===== src/rtl/spi_peripheral.sv =====
// spi_peripheral
//   SPI target (peripheral) that supports all four CPOL/CPHA modes and
//   frames of up to MAX_BYTES bytes. The controller's CS_n, PCLK and COPI
//   are asynchronous to clk. Each of them passes through a synchronizer,
//   and PCLK is oversampled by clk (PCLK must run at clk/8 or slower).
//
// Ports
//   clk, rst          system clock, asynchronous active-high reset
//   CPOL, CPHA        SPI mode, latched when a frame starts
//   CS_n, PCLK, COPI  SPI bus from the controller
//   TxBuffer          reply bytes; [MAX_BYTES-1] is sent first, MSB first
//   CIPO, CIPO_OE     reply data and its output enable (active frame only)
//   RxBuffer          received bytes; [0] is the most recent complete byte
//   BYTE_DONE         one-clk pulse per completed received byte
//   FRAME_DONE        one-clk pulse when the frame ends
//   BYTE_COUNT        completed bytes in this/last frame, saturating
//   BUSY              high while a frame is active
module spi_peripheral #(
  parameter int SYNC_STAGES = 2,
  parameter int MAX_BYTES   = 4
) (
  input  logic                       clk,
  input  logic                       rst,
  input  logic                       CPOL,
  input  logic                       CPHA,
  input  logic                       CS_n,
  input  logic                       PCLK,
  input  logic                       COPI,
  input  logic [MAX_BYTES-1:0][7:0]  TxBuffer,
  output logic                       CIPO,
  output logic                       CIPO_OE,
  output logic [MAX_BYTES-1:0][7:0]  RxBuffer,
  output logic                       BYTE_DONE,
  output logic                       FRAME_DONE,
  output logic [2:0]                 BYTE_COUNT,
  output logic                       BUSY
);

  localparam int TXW = MAX_BYTES * 8;

  typedef enum logic [1:0] {IDLE, ACTIVE, DONE} state_t;

  state_t                      state_q, state_d;
  logic [SYNC_STAGES-1:0]      cs_sync_q, cs_sync_d;
  logic [SYNC_STAGES-1:0]      pclk_sync_q, pclk_sync_d;
  logic [SYNC_STAGES-1:0]      copi_sync_q, copi_sync_d;
  logic                        cs_prev_q, cs_prev_d;
  logic                        pclk_prev_q, pclk_prev_d;
  logic [SYNC_STAGES:0]        prime_q, prime_d;
  logic                        armed_q, armed_d;
  logic                        cpol_q, cpol_d;
  logic                        cpha_q, cpha_d;
  logic [TXW-1:0]              tx_shift_q, tx_shift_d;
  logic [7:0]                  rx_shift_q, rx_shift_d;
  logic [2:0]                  bit_cnt_q, bit_cnt_d;
  logic                        byte_pend_q, byte_pend_d;
  logic [MAX_BYTES-1:0][7:0]   rx_buf_q, rx_buf_d;
  logic [2:0]                  byte_cnt_q, byte_cnt_d;
  logic                        cipo_q, cipo_d;
  logic                        cipo_oe_q, cipo_oe_d;
  logic                        busy_q, busy_d;
  logic                        byte_done_q, byte_done_d;
  logic                        frame_done_q, frame_done_d;

  logic [TXW-1:0] tx_load;
  logic           cs_s, pclk_s, copi_s;
  logic           cs_fall, cs_rise, pclk_chg, lead_edge, trail_edge;
  logic           sample_edge, shift_edge;

  assign tx_load = TxBuffer;
  assign cs_s    = cs_sync_q[SYNC_STAGES-1];
  assign pclk_s  = pclk_sync_q[SYNC_STAGES-1];
  assign copi_s  = copi_sync_q[SYNC_STAGES-1];

  assign cs_fall  = cs_prev_q & ~cs_s;
  assign cs_rise  = ~cs_prev_q & cs_s;
  assign pclk_chg = pclk_prev_q ^ pclk_s;
  // Leading edge leaves the idle level, trailing edge returns to it.
  assign lead_edge   = pclk_chg & (pclk_prev_q == cpol_q);
  assign trail_edge  = pclk_chg & (pclk_prev_q != cpol_q);
  assign sample_edge = cpha_q ? trail_edge : lead_edge;
  assign shift_edge  = cpha_q ? lead_edge : trail_edge;

  always_comb begin
    state_d      = state_q;
    cs_sync_d    = {cs_sync_q[SYNC_STAGES-2:0], CS_n};
    pclk_sync_d  = {pclk_sync_q[SYNC_STAGES-2:0], PCLK};
    copi_sync_d  = {copi_sync_q[SYNC_STAGES-2:0], COPI};
    cs_prev_d    = cs_s;
    pclk_prev_d  = pclk_s;
    // prime_q fills with ones after reset; once full, cs_s and cs_prev_q
    // hold real pin samples instead of reset values. A frame may start only
    // after CS_n has really been seen high, so a CS_n that was already low
    // across reset never opens a partial frame.
    prime_d      = {prime_q[SYNC_STAGES-1:0], 1'b1};
    armed_d      = armed_q | (prime_q[SYNC_STAGES] & cs_s & cs_prev_q);
    cpol_d       = cpol_q;
    cpha_d       = cpha_q;
    tx_shift_d   = tx_shift_q;
    rx_shift_d   = rx_shift_q;
    bit_cnt_d    = bit_cnt_q;
    byte_pend_d  = byte_pend_q;
    rx_buf_d     = rx_buf_q;
    byte_cnt_d   = byte_cnt_q;
    cipo_d       = cipo_q;
    byte_done_d  = 1'b0;

    // A byte finished on the previous clk: commit it to the buffer.
    if (byte_pend_q) begin
      for (int i = MAX_BYTES - 1; i >= 1; i--) begin
        rx_buf_d[i] = rx_buf_q[i-1];
      end
      rx_buf_d[0] = rx_shift_q;
      byte_done_d = 1'b1;
      byte_pend_d = 1'b0;
      if (byte_cnt_q < 3'(MAX_BYTES)) begin
        byte_cnt_d = byte_cnt_q + 3'd1;
      end
    end

    unique case (state_q)
      IDLE: begin
        cipo_d = 1'b0;
        if (cs_fall && armed_q) begin
          state_d     = ACTIVE;
          cpol_d      = CPOL;
          cpha_d      = CPHA;
          bit_cnt_d   = 3'd0;
          byte_cnt_d  = 3'd0;
          byte_pend_d = 1'b0;
          rx_shift_d  = 8'd0;
          if (CPHA) begin
            // The first bit goes out on the first leading edge.
            tx_shift_d = tx_load;
          end else begin
            // The first bit must be valid before the first sampling edge.
            cipo_d     = tx_load[TXW-1];
            tx_shift_d = {tx_load[TXW-2:0], 1'b0};
          end
        end
      end
      ACTIVE: begin
        if (cs_rise) begin
          // Ending the frame wins over a PCLK edge in the same cycle.
          // Partial receive bits are dropped.
          state_d = DONE;
          cipo_d  = 1'b0;
        end else begin
          if (sample_edge) begin
            rx_shift_d = {rx_shift_q[6:0], copi_s};
            bit_cnt_d  = bit_cnt_q + 3'd1;
            if (bit_cnt_q == 3'd7) begin
              byte_pend_d = 1'b1;
            end
          end
          // Zeros shift in behind the reply, so CIPO is 0 once the buffer
          // has been sent.
          if (shift_edge) begin
            cipo_d     = tx_shift_q[TXW-1];
            tx_shift_d = {tx_shift_q[TXW-2:0], 1'b0};
          end
        end
      end
      DONE: begin
        state_d = IDLE;
        cipo_d  = 1'b0;
      end
      default: begin
        state_d = IDLE;
        cipo_d  = 1'b0;
      end
    endcase

    cipo_oe_d    = (state_d == ACTIVE);
    busy_d       = (state_d == ACTIVE);
    frame_done_d = (state_d == DONE);
  end

  always_ff @(posedge clk or posedge rst) begin
    if (rst) begin
      state_q      <= IDLE;
      cs_sync_q    <= '1;
      pclk_sync_q  <= '0;
      copi_sync_q  <= '0;
      cs_prev_q    <= 1'b1;
      pclk_prev_q  <= 1'b0;
      prime_q      <= '0;
      armed_q      <= 1'b0;
      cpol_q       <= 1'b0;
      cpha_q       <= 1'b0;
      tx_shift_q   <= '0;
      rx_shift_q   <= '0;
      bit_cnt_q    <= '0;
      byte_pend_q  <= 1'b0;
      rx_buf_q     <= '0;
      byte_cnt_q   <= '0;
      cipo_q       <= 1'b0;
      cipo_oe_q    <= 1'b0;
      busy_q       <= 1'b0;
      byte_done_q  <= 1'b0;
      frame_done_q <= 1'b0;
    end else begin
      state_q      <= state_d;
      cs_sync_q    <= cs_sync_d;
      pclk_sync_q  <= pclk_sync_d;
      copi_sync_q  <= copi_sync_d;
      cs_prev_q    <= cs_prev_d;
      pclk_prev_q  <= pclk_prev_d;
      prime_q      <= prime_d;
      armed_q      <= armed_d;
      cpol_q       <= cpol_d;
      cpha_q       <= cpha_d;
      tx_shift_q   <= tx_shift_d;
      rx_shift_q   <= rx_shift_d;
      bit_cnt_q    <= bit_cnt_d;
      byte_pend_q  <= byte_pend_d;
      rx_buf_q     <= rx_buf_d;
      byte_cnt_q   <= byte_cnt_d;
      cipo_q       <= cipo_d;
      cipo_oe_q    <= cipo_oe_d;
      busy_q       <= busy_d;
      byte_done_q  <= byte_done_d;
      frame_done_q <= frame_done_d;
    end
  end

  assign CIPO       = cipo_q;
  assign CIPO_OE    = cipo_oe_q;
  assign RxBuffer   = rx_buf_q;
  assign BYTE_DONE  = byte_done_q;
  assign FRAME_DONE = frame_done_q;
  assign BYTE_COUNT = byte_cnt_q;
  assign BUSY       = busy_q;

endmodule


===== config.mk =====
export PLATFORM = sky130hd
export DESIGN_NAME = spi_peripheral
export DESIGN_NICKNAME = d
export VERILOG_FILES = /design/src/rtl/spi_peripheral.sv
export SDC_FILE = /design/constraint.sdc
export NUM_CORES = 1
export LEC_CHECK = 0
export CAP_MARGIN = 5
export CORE_MARGIN = 3
export CORE_UTILIZATION = 50
export CTS_BUF_LIST = sky130_fd_sc_hd__clkbuf_16
export DETAILED_ROUTE_END_ITERATION = 10
export PLACE_DENSITY = 0.82
export REMOVE_ABC_BUFFERS = 1
export SYNTH_ARGS = -nofsm -noshare
export SYNTH_HDL_FRONTEND = slang
export SYNTH_SLANG_ARGS = --single-unit

===== constraint.sdc =====
create_clock -name clk -period 6.1 [get_ports clk]
set_input_delay 0.915 -clock clk [delete_from_list [all_inputs] [get_ports clk]]
set_output_delay 0.915 -clock clk [all_outputs]
set_load 0.02 [all_outputs]

==> run metrics <==
routability cong.=0.755; Iter 0 DRT Violations=130; vias post-DR=2716; Setup crit start kind=flip-flop; first-pass GRT wire length=13200 um; number of synthesized flops with an enable pin=0; metal2 WL=4030 um; Synth Area per Inst=12.8 um^2; CTS Buf Count=9; Max Root-Sink Buffers=2; Leakage=2.59 nW; Post-Syn Instances=350; TritonRoute pass-1 iters=4; antenna violations before repair=0; Required @ worst endpoint=6320 ps; largest family of logic cells by synthesized area=multiplexers; Clock transition at path regs=60 ps; Die ar.=10200 um^2; Warnings, synthesis=0; pin count of the biggest net entering global routing=58; Seq cells post-synth=99; number of max-cap violations=0; GRT Overall Usage=0.163; Slew HR=0.266; Clock Latency Late Sink=340 ps; Worst Path Max Fanout=11; CTS tree=yes; final setup fails=0; met3 wire length=243 um; Reg2Reg Launch Point=cs_prev_q; critical path type=reg2reg; hold_buf cts=0; routed wire length=7820 um; CTS Root Cell=clkbuf_16; Simple-Gate Fraction of Synth Area=0.0590; largest stage delay on the critical path=950 ps; synth cell count leaders=dfrtp_1, mux2i_1, nand2_1; post-synth top area share=0.534; Initial Util=0.531; post-synthesis adder-cell area fraction=0.00835; wl on met1=3420 um; fmax=404 MHz; ratio of final minimum period to clock period=0.406; asr flop ratio synth=1.00; Highest Signal Layer=met4; reg-to-reg endpoint=bit_cnt_q[0]; xor/xnor share of the synthesized area=0.00362; CP max-delay cell=a211oi_2; Layout Utilization=0.663; H-tree levels=3; element type at the critical path end=flip-flop; post_cts resized=0; DP HPWL=5350 um; residual DRC count=0; Max VDD drop=0.166 mV; Fin Clk Skew=4.46 ps; worst reg2reg path depth=4; Worst setup startpoint=cs_prev_q; mapped cell area=4500 um^2; site row count=33; layout cells sized above 1=0.227; filler cell count in the final layout=633; Die W=101 um; post-DR wirelength/cell=14.7 um; height of the die=101 um; crit-path cells=nand2b_1 -> a21boi_1 -> a211oi_2 -> mux2_2; sequential fraction of the synthesis area=0.552; Tot Pwr=1.84 mW; Most used DFF post-synth=dfrtp_1; status=finished clean; flop2flop setup slack=3620 ps; largest cells by area after synthesis=dfrtp_1, mux2i_1, mux2_4; Post-CTS Setup Bufs=0; core outline area=8460 um^2; area delta synth->final=24.8%; Pins Over Slew Limit=0; Ports=79; fin crit period=2480 ps; most common cell in the netlist=dfrtp_1; global route overflow=0; vias in the first global route=2813; unrepaired setup endpoints after global routing=no; Worst Tran Pin Value=1100 ps; Post-DRT Antenna Nets=0; Compound-Gate Fraction of Synth Area=0.0507; ant diodes=0; synth unique cells=30; Final Hold Viols=0; post-synthesis mux area share=0.290; Hold WC Path Type=reg2reg; PortBufs=78; Setup crit end=bit_cnt_q[0]; Nets=464; CTS Sinks=99; pwr dens=328 nW/um^2; setup TNS=0 ps; Synth area leader=dfrtp_1; CP Data Arrival Time=2700 ps; DR vias/cell=5.11
cells by family after synthesis:
logic type,Yosys count
multiplexers,111
buffers and inverters,33
AND/OR/NAND/NOR,63
AO/OA/AOI/OAI,39
other,1
flip-flops,99
XOR/XNOR,1
adder cells (fa/ha/maj),3
worst max-delay path: cells and delay by family (launching register included):
kind | cells | cell delay [ps]
AO/OA/AOI/OAI | 2 | 1170
flip-flops | 1 | 540
multiplexers | 1 | 420
AND/OR/NAND/NOR | 1 | 230
where the power goes:
part           total [mW]  internal [mW]  switching [mW]
Clock               0.523          0.279           0.244
Combinational       0.445          0.267           0.179
Sequential          0.872          0.788          0.0832
Total                1.84           1.33           0.506
sequential cells by signal, summed over array words and instances (netlist names), 3 cells and up:
signal      count
rx_shift_q      8
BYTE_COUNT      3
bit_cnt_q       3
prime_q         3
RxBuffer       32
tx_shift_q     32
placed cells by master, fill, tap and decap left out, types with 2 or more instances in the layout:
| master | instances |
|---|---|
| dfrtp_1 | 96 |
| clkdlybuf4s50_1 | 77 |
| mux2i_1 | 44 |
| nand2_1 | 42 |
| mux2_2 | 38 |
| o21ai_0 | 31 |
| mux2_4 | 29 |
| inv_1 | 12 |
| clkbuf_16 | 9 |
| nor2_1 | 8 |
| buf_4 | 4 |
| nor2b_1 | 3 |
| nand2b_1 | 3 |
| nand3_1 | 3 |
| ha_1 | 3 |
| inv_6 | 3 |
| clkinvlp_4 | 3 |
| dfstp_2 | 3 |
| a21oi_1 | 2 |
worst min path at each step:
stage,from,to,depth (start not counted)
2_1_floorplan,copi_sync_q[0],copi_sync_q[1],0
5_1_grt,pclk_sync_q[0],pclk_sync_q[1],0
3_5_place_dp,copi_sync_q[0],copi_sync_q[1],0
4_1_cts,copi_sync_q[0],copi_sync_q[1],0
6_report,copi_sync_q[0],copi_sync_q[1],0
3_3_place_gp,prime_q[0],prime_q[1],0
through the flow:
step	instances	hold WS, ps	worst slack, ps	area (um^2)
3_5_place_dp	516	335	3610	5330
2_1_floorplan	329	331	2600	4380
6_report	532	348	3620	5610
3_3_place_gp	516	332	3640	5330
5_1_grt	532	360	3430	5610
4_1_cts	532	350	3620	5610
metal layers:
metal,vias up,global-route usage
li1,1346,-
met1,1325,0.210
met2,37,0.273
met3,8,0.0304
met4,0,0.0653
met5,-,0
area by class of cell:
type / count / area, um^2 / area share
timing repair buffer: 82 / 806 / 0.144
inverter: 12 / 47.5 / 0.00847
tap: 105 / 131 / 0.0234
sequential: 99 / 2480 / 0.442
clock inverter: 7 / 52.6 / 0.00937
clock buffer: 9 / 225 / 0.0401
multi-input combinational: 218 / 1870 / 0.333
Power figures use the tool's default switching activity.
